<file path="src/rtl/mc_controller.sv">
// Multicycle ARM control unit: Moore FSM sequencer, NZCV flag register and condition gating.
// Optional macro MC_CMP_TST_EN makes CMP/TST legal (flag-only data-processing ops).
module mc_controller #(
    parameter int ALU_CTRL_W = 2
) (
    input  logic                  clk,
    input  logic                  reset,
    input  logic [3:0]            Cond,
    input  logic [1:0]            Op,
    input  logic [5:0]            Funct,
    input  logic [3:0]            Rd,
    input  logic [3:0]            ALUFlags,
    output logic                  PCWrite,
    output logic                  AdrSrc,
    output logic                  MemWrite,
    output logic                  IRWrite,
    output logic                  RegWrite,
    output logic [1:0]            ResultSrc,
    output logic [1:0]            ALUSrcA,
    output logic [1:0]            ALUSrcB,
    output logic [1:0]            ImmSrc,
    output logic [1:0]            RegSrc,
    output logic [ALU_CTRL_W-1:0] ALUControl,
    output logic [3:0]            Flags,
    output logic [3:0]            State,
    output logic                  Undef
);

    typedef enum logic [3:0] {
        FETCH  = 4'd0, DECODE = 4'd1, MEMADR = 4'd2, MEMRD  = 4'd3, MEMWB  = 4'd4,
        MEMWR  = 4'd5, EXECR  = 4'd6, EXECI  = 4'd7, ALUWB  = 4'd8, BRANCH = 4'd9
    } state_t;

    state_t                state, state_next;
    logic   [3:0]          flags_q;
    logic                  cond_ex, cond_ex_r;
    logic [ALU_CTRL_W-1:0] alu_op;
    logic                  cmd_ok, arith, no_write;
    logic                  undef_instr, set_s;

    // Data-processing command decode; CMP/TST reuse SUB/AND but suppress the writeback.
    always_comb begin
        // NOTE: every always_comb output gets a default first, so no path can infer a latch.
        alu_op   = '0;
        cmd_ok   = 1'b1;
        arith    = 1'b0;
        no_write = 1'b0;
        case (Funct[4:1])
            4'b0100: begin alu_op = ALU_CTRL_W'(0); arith = 1'b1; end
            4'b0010: begin alu_op = ALU_CTRL_W'(1); arith = 1'b1; end
            4'b0000: alu_op = ALU_CTRL_W'(2);
            4'b1100: alu_op = ALU_CTRL_W'(3);
            4'b0001: begin alu_op = ALU_CTRL_W'(4); cmd_ok = (ALU_CTRL_W == 3); end
`ifdef MC_CMP_TST_EN
            4'b1010: begin alu_op = ALU_CTRL_W'(1); arith = 1'b1; no_write = 1'b1; end
            4'b1000: begin alu_op = ALU_CTRL_W'(2); no_write = 1'b1; end
`endif
            default: cmd_ok = 1'b0;
        endcase
    end

    assign undef_instr = (Op == 2'b11) || ((Op == 2'b00) && !cmd_ok);
    assign set_s       = Funct[0] || no_write;

    always_comb begin
        cond_ex = 1'b1;
        case (Cond)
            4'b0000: cond_ex = flags_q[2];
            4'b0001: cond_ex = !flags_q[2];
            4'b0010: cond_ex = flags_q[1];
            4'b0011: cond_ex = !flags_q[1];
            4'b0100: cond_ex = flags_q[3];
            4'b0101: cond_ex = !flags_q[3];
            4'b0110: cond_ex = flags_q[0];
            4'b0111: cond_ex = !flags_q[0];
            4'b1000: cond_ex = flags_q[1] && !flags_q[2];
            4'b1001: cond_ex = !flags_q[1] || flags_q[2];
            4'b1010: cond_ex = (flags_q[3] == flags_q[0]);
            4'b1011: cond_ex = (flags_q[3] != flags_q[0]);
            4'b1100: cond_ex = !flags_q[2] && (flags_q[3] == flags_q[0]);
            4'b1101: cond_ex = flags_q[2] || (flags_q[3] != flags_q[0]);
            default: cond_ex = 1'b1;
        endcase
    end

    // NOTE: sequential state uses non-blocking assignments so every register samples pre-edge values.
    always_ff @(posedge clk or posedge reset) begin
        if (reset) state <= FETCH;
        else       state <= state_next;
    end

    // Condition is frozen at the end of DECODE; flags only change when a conditional S-op retires.
    always_ff @(posedge clk or posedge reset) begin
        if (reset) begin
            flags_q   <= 4'b0000;
            cond_ex_r <= 1'b0;
        end else begin
            if (state == DECODE) cond_ex_r <= cond_ex;
            if ((state == EXECR || state == EXECI) && cond_ex_r && set_s) begin
                flags_q[3:2] <= ALUFlags[3:2];
                if (arith) flags_q[1:0] <= ALUFlags[1:0];
            end
        end
    end

    always_comb begin
        state_next = FETCH;
        case (state)
            FETCH:  state_next = DECODE;
            DECODE: begin
                if (undef_instr)        state_next = FETCH;
                else if (Op == 2'b01)   state_next = MEMADR;
                else if (Op == 2'b10)   state_next = BRANCH;
                else if (Funct[5])      state_next = EXECI;
                else                    state_next = EXECR;
            end
            MEMADR: state_next = Funct[0] ? MEMRD : MEMWR;
            MEMRD:  state_next = MEMWB;
            EXECR, EXECI: state_next = no_write ? FETCH : ALUWB;
            default: state_next = FETCH;
        endcase
    end

    always_comb begin
        PCWrite    = 1'b0;
        AdrSrc     = 1'b0;
        MemWrite   = 1'b0;
        IRWrite    = 1'b0;
        RegWrite   = 1'b0;
        ResultSrc  = 2'b00;
        ALUSrcA    = 2'b00;
        ALUSrcB    = 2'b00;
        ALUControl = '0;
        Undef      = 1'b0;
        case (state)
            FETCH: begin
                IRWrite = 1'b1; PCWrite = 1'b1;
                ALUSrcA = 2'b01; ALUSrcB = 2'b10; ResultSrc = 2'b10;
            end
            DECODE: begin
                ALUSrcA = 2'b01; ALUSrcB = 2'b10; ResultSrc = 2'b10;
                Undef   = undef_instr;
            end
            MEMADR: ALUSrcB = 2'b01;
            MEMRD:  AdrSrc = 1'b1;
            MEMWR:  begin AdrSrc = 1'b1; MemWrite = cond_ex_r; end
            MEMWB:  begin
                ResultSrc = 2'b01; RegWrite = cond_ex_r;
                PCWrite   = cond_ex_r && (Rd == 4'd15);
            end
            EXECR:  ALUControl = alu_op;
            EXECI:  begin ALUSrcB = 2'b01; ALUControl = alu_op; end
            ALUWB:  begin
                RegWrite = cond_ex_r;
                PCWrite  = cond_ex_r && (Rd == 4'd15);
            end
            BRANCH: begin
                ALUSrcA = 2'b10; ALUSrcB = 2'b01; ResultSrc = 2'b10;
                PCWrite = cond_ex_r;
            end
            default: ;
        endcase
    end

    assign ImmSrc = Op;
    assign RegSrc = {Op == 2'b01, Op == 2'b10};
    assign Flags  = flags_q;
    assign State  = state;

endmodule

</file>
<file path="config.mk">
export PLATFORM = sky130hd
export DESIGN_NAME = mc_controller
export DESIGN_NICKNAME = d
export VERILOG_FILES = /design/src/rtl/mc_controller.sv
export SDC_FILE = /design/constraint.sdc
export NUM_CORES = 1
export LEC_CHECK = 0
export ABC_AREA = 1
export ABC_CLOCK_PERIOD_IN_PS = 1900
export CORE_AREA = 2 2 50 52
export DETAILED_ROUTE_END_ITERATION = 6
export DIE_AREA = 0 0 52 54
export PLACE_DENSITY = 0.87
export SLEW_MARGIN = 20
export SYNTH_ARGS = -nofsm -noshare
export SYNTH_HDL_FRONTEND = slang
export SYNTH_SLANG_ARGS = --single-unit
</file>
<file path="constraint.sdc">
create_clock -name clk -period 1.9 [get_ports clk]
set_input_delay 0.19 -clock clk [delete_from_list [all_inputs] [get_ports clk]]
set_output_delay 0.19 -clock clk [all_outputs]
set_load 0.1 [all_outputs]
</file>
==> out/qor.csv, run 1 <==
metric;value;unit
die_x;52;µm
maxSlewViolCount;0;
seq_area_frac_synth;25.9;%
place_hpwl;2300;µm
antenna_found_initial;0;
cts-root-buf;clkbuf_4;
slew_headroom;68.4;%
initial_core_util;37.5;%
synth_area_leaders;dfrtp_1 26%, nand2_1 16%, nor2_1 9.9%;
worstMarginPinSlew;471;ps
syn_to_final_growth;102;%
period_share;100;%
hold_ws;165;ps
period_needed;1900;ps
status;complete, but fails checks;
cts_sinks;9;
syn_nets;170;
fin_cells;230;
setup_ws;-2.43;ps
drive_gt1_share;37.5;%
n_antenna_cell;0;
die_h;54;µm
grt_pass1_wl;4490;µm
end_kind;output port;
yosys_warnings;0;
critPathArrivalTime;1710;ps
routedWlPerCell;12.5;µm
path_class;reg -> out;
netlist_area;870;µm²
core_area;2320;µm²
violations;negative setup slack;
cap_violations;0;
yosysTopAreaCell;dfrtp_1;
htree_levels;1;
crit_required;1710;ps
report.final.hold_viol_count;0;
row_count;18;
synth_cell_types;19;
io_pins;48;
skew;0.895;ps
dp.cells;221;
wl;2880;µm
drc;0;
avgSynthCellArea;6.08;µm²
synth.ff_latch_count;9;
min_path_type;in -> async;
fin_nets;228;
place_congestion;0.815;
post_dp_cell_area;1690;µm²
final_cell_mix;31 x nand2_1, 21 x clkdlybuf4s50_1, 19 x inv_1;
synth_cells;143;
start_kind;flip-flop;
path_clk_slew;60;ps
drt-vias-per-instance;4.99;
gr-total-overflow;0;
setup_viol;1;
final_common_cell;nand2_1;
antenna_left;0;
crit_fanout;4;
vias;1148;
grt_max_degree;10;
io_buffers;47;
cts_tree;built;
cts_buffer_depth;2;
clock_latency;280;ps
dieArea;2810;µm²
synth.top_cell.area_share;25.9;%
fmax;526;MHz
first_iter_violations;40;
first_pass_iters;4;
cts_hold_buf;0;
grt_use_total;21.6;%
grt_pass1_vias;1069;
design_area;1760;µm²
cts_buffers;3;
Yosys cell counts:
cell type	n
nor3_4	1
nor3_2	1
inv_1	22
ha_1	5
nand2_1	36
nand3b_1	1
inv_2	4
buf_4	4
nand3_1	13
a21oi_1	7
o221ai_1	1
nand2_2	4
a31oi_1	1
dfrtp_1	9
nor2_2	1
nor3_1	1
nand4_1	2
o21ai_0	7
nor2_1	23
stage by stage:
step	utilization [%]	setup TNS [ps]	setup slack, ps
after floorplan	-	-219	-62.6
after global placement	72.7	0	138
after detailed placement	72.7	0	38.0
after CTS	74.4	0	19.5
after global routing	75.7	-61.8	-41.6
final	75.7	-2.43	-2.43
area by class of cell:
type                       count  area, µm²
tap                           30       37.5
clock buffer                   4       26.3
timing repair buffer          57        706
multi-input combinational    104        643
sequential                     9        240
inverter                      26        103
fill                         158        564
state kept, by name, indices dropped and copies added, names as in the netlist:
name and cells:
Flags 4, State 4, cond_ex_r 1
routing by layer:
| layer | routed length [µm] | part of all wire [%] | global-route usage [%] | up-vias |
|---|---|---|---|---|
| met5 | 0 | 0 | 0 | - |
| met4 | 63 | 2.2 | 11.8 | 0 |
| met3 | 222 | 7.7 | 3.06 | 7 |
| met2 | 1530 | 53 | 40.3 | 49 |
| met1 | 1070 | 37 | 23.4 | 533 |
| li1 | - | - | - | 559 |
final timing paths:
| check | from | end | slack (ps) | depth (start not counted) |
|---|---|---|---|---|
| max | State[3] | ALUSrcB[0] | -2 | 8 |
| min | reset | Flags[0] | 170 | 2 |
| max reg2reg | State[3] | Flags[0] | 460 | 8 |
| min reg2reg | Flags[0] | Flags[0] | 590 | 2 |
| max in group asynchronous | reset | State[2] | 1460 | 2 |
| min in group clk | ALUFlags[3] | Flags[3] | 480 | 3 |
cell families after synthesis:
kind of cell	synth area share (%)
AO/OA/AOI/OAI	9.78
adder cells (fa/ha/maj)	7.19
buffers and inverters	14.7
flip-flops	25.9
AND/OR/NAND/NOR	42.4
worst max-delay path, stage by stage, from the launching register on:
cell and delay, ps:
dfrtp_4 490, inv_2 80, nand2_2 90, nor2_2 160
inv_1 60, nor2_1 150, a31oi_1 130, nand2_8 100
buf_12 170
repair_timing:
action,in CTS,in global routing
resized for setup,0,3
cloned,0,0
buffers inserted,2,3
pin swaps,0,2
setup endpoints to repair,2,3
hold endpoints to repair,0,0
Power of run 1 is left out: the tool's default activity adds up to more than one toggle a clock period on the data nets, which glitch-free logic cannot reach.
==> run 2: changes to the inputs <==
--- a/config.mk
+++ b/config.mk
@@ -7,6 +7,7 @@
 export LEC_CHECK = 0
 export ABC_AREA = 1
 export ABC_CLOCK_PERIOD_IN_PS = 1900
+export CAP_MARGIN = 20
 export CORE_AREA = 2 2 50 52
 export DETAILED_ROUTE_END_ITERATION = 6
 export DIE_AREA = 0 0 52 54
==> results of run 2 <==
The final DEF is identical to that of run 1; final timing and power are the same.
Power of run 2 is left out for the same reason.
==> run 3: changes to the inputs <==
--- a/config.mk
+++ b/config.mk
@@ -8,10 +8,11 @@
 export ABC_AREA = 1
 export ABC_CLOCK_PERIOD_IN_PS = 1900
 export CAP_MARGIN = 20
-export CORE_AREA = 2 2 50 52
+export CORE_AREA = 2 2 48 50
+export CTS_BUF_LIST = sky130_fd_sc_hd__clkbuf_8
 export DETAILED_ROUTE_END_ITERATION = 6
-export DIE_AREA = 0 0 52 54
-export PLACE_DENSITY = 0.87
+export DIE_AREA = 0 0 50 52
+export PLACE_DENSITY = 0.93
 export SLEW_MARGIN = 20
 export SYNTH_ARGS = -nofsm -noshare
 export SYNTH_HDL_FRONTEND = slang
==> out/qor.csv, run 3 (synthesized netlist as in run 1, its figures left out) <==
metric;value;unit;change
end_kind;output port;;
grt_pass1_wl;4910;µm;+9.4%
final_cell_mix;31 x nand2_1, 21 x clkdlybuf4s50_1, 20 x inv_1;;
cts_hold_buf;0;;unchanged
place_congestion;0.819;;+0.60%
drt-vias-per-instance;5.25;;+5.2%
design_area;1770;µm²;+0.64%
grt_use_total;24.8;%;+3.2 points
r2r_setup_slack;330;ps;-130 ps
crit_fanout;5;;+1
antenna_left;0;;unchanged
row_count;17;;-1
dieArea;2600;µm²;-7.4%
grt_pass1_vias;1173;;+9.7%
cp_slowest_cell;dfrtp_4;;
slowest_delay;490;ps;about the same
cap_violations;0;;unchanged
initial_core_util;41.3;%;+3.8 points
path_class;reg -> out;;
rsz0062_at_grt;false;;
min_path_type;in -> async;;
clock_latency;230;ps;-50 ps
hold_ws;221;ps;+56.0 ps
post_dp_cell_area;1680;µm²;-0.15%
crit_top_cell;inv_2;;
slew_headroom;77.8;%;+9.3 points
gr-total-overflow;0;;unchanged
period_needed;1820;ps;-85.4 ps
io_pins;48;;unchanged
die_x;50;µm;-3.8%
drc;0;;unchanged
path_clk_slew;40;ps;-20 ps
skew;0.496;ps;-0.398 ps
worstMarginPinSlew;333;ps;-138 ps
setup_viol;0;;-1
critPathArrivalTime;1630;ps;-80 ps
cts-root-buf;clkbuf_8;;
wl;3400;µm;+18%
period_share;95.6;%;-4.5 points
cts_buffers;3;;unchanged
report.final.hold_viol_count;0;;unchanged
vias;1187;;+3.4%
n_antenna_cell;0;;unchanged
fin_nets;226;;-0.88%
path_delay_family;flip-flops;;
cts_tree;built;;
maxSlewViolCount;0;;unchanged
place_hpwl;2520;µm;+9.6%
cts_buffer_depth;2;;unchanged
nFillCells;114;;-28%
core_area;2110;µm²;-9.2%
crit_required;1710;ps;about the same
drive_gt1_share;37.4;%;-0.13 points
routedWlPerCell;15.1;µm;+20%
start_kind;flip-flop;;
first_iter_violations;39;;-2.5%
final_common_cell;nand2_1;;
status;completed;;
io_buffers;47;;unchanged
syn_to_final_growth;103;%;
first_pass_iters;4;;unchanged
cts_sinks;9;;unchanged
path_cells;inv_2, nand2_2, nor2_2, inv_2, a21oi_4, buf_12;;
fmax;550;MHz;+4.7%
antenna_found_initial;0;;unchanged
die_h;52;µm;-3.7%
path_buf_inv;3;;unchanged
grt_max_degree;10;;unchanged
htree_levels;1;;unchanged
==> run 3: changes by cell type in the layout (fill, tap and decap cells not counted), sizes merged <==
| cell | previous run | this run |
|---|---|---|
| inv | 26 | 27 |
| buf | 36 | 34 |
| clkbuf | 4 | 3 |
==> run 3: per-layer routing <==
layer  wire length [µm]  track usage [%]  vias up
met3                216             5.46       13
met4                 93             13.4        0
li1                   -                -      561
met5                  0                0        -
met2               1920             48.0       64
met1               1180             24.1      549
==> run 3: path summary, 6_finish.rpt <==
path,startpoint,end,cells past startpoint
worst max-delay path,State[3],Undef,6
worst min-delay path,reset,Flags[2],2
worst max register to register,State[3],Flags[0],8
worst min register to register,Flags[2],Flags[2],2
max in group asynchronous,reset,State[2],2
min in group clk,ALUFlags[2],Flags[2],3
==> run 3: final cells by class <==
cell class / count / area [µm²] / share of cell area, %
timing repair buffer: 55 / 691 / 39.1
multi-input combinational: 104 / 653 / 37.0
sequential: 9 / 240 / 13.6
inverter: 26 / 103 / 5.81
clock buffer: 3 / 41.3 / 2.34
tap: 28 / 35.0 / 1.98
clock inverter: 1 / 3.75 / 0.212
==> run 3: stage by stage <==
step	setup TNS [ps]	util (%)	std cells	worst slack, ps
finish	0	83.9	226	83.0
global route	0	83.9	226	1.26
CTS	0	82.1	223	6.39
detailed placement	0	79.9	219	58.1
global placement	0	79.9	219	183
floorplan	-219	-	143	-62.6
==> run 3: what timing repair did <==
item                                    4_1_cts  5_1_grt
setup buffers                                 0        3
gates resized for setup                       0        5
endpoints found under the setup margin        0        3
Power of run 3 is left out for the same reason.
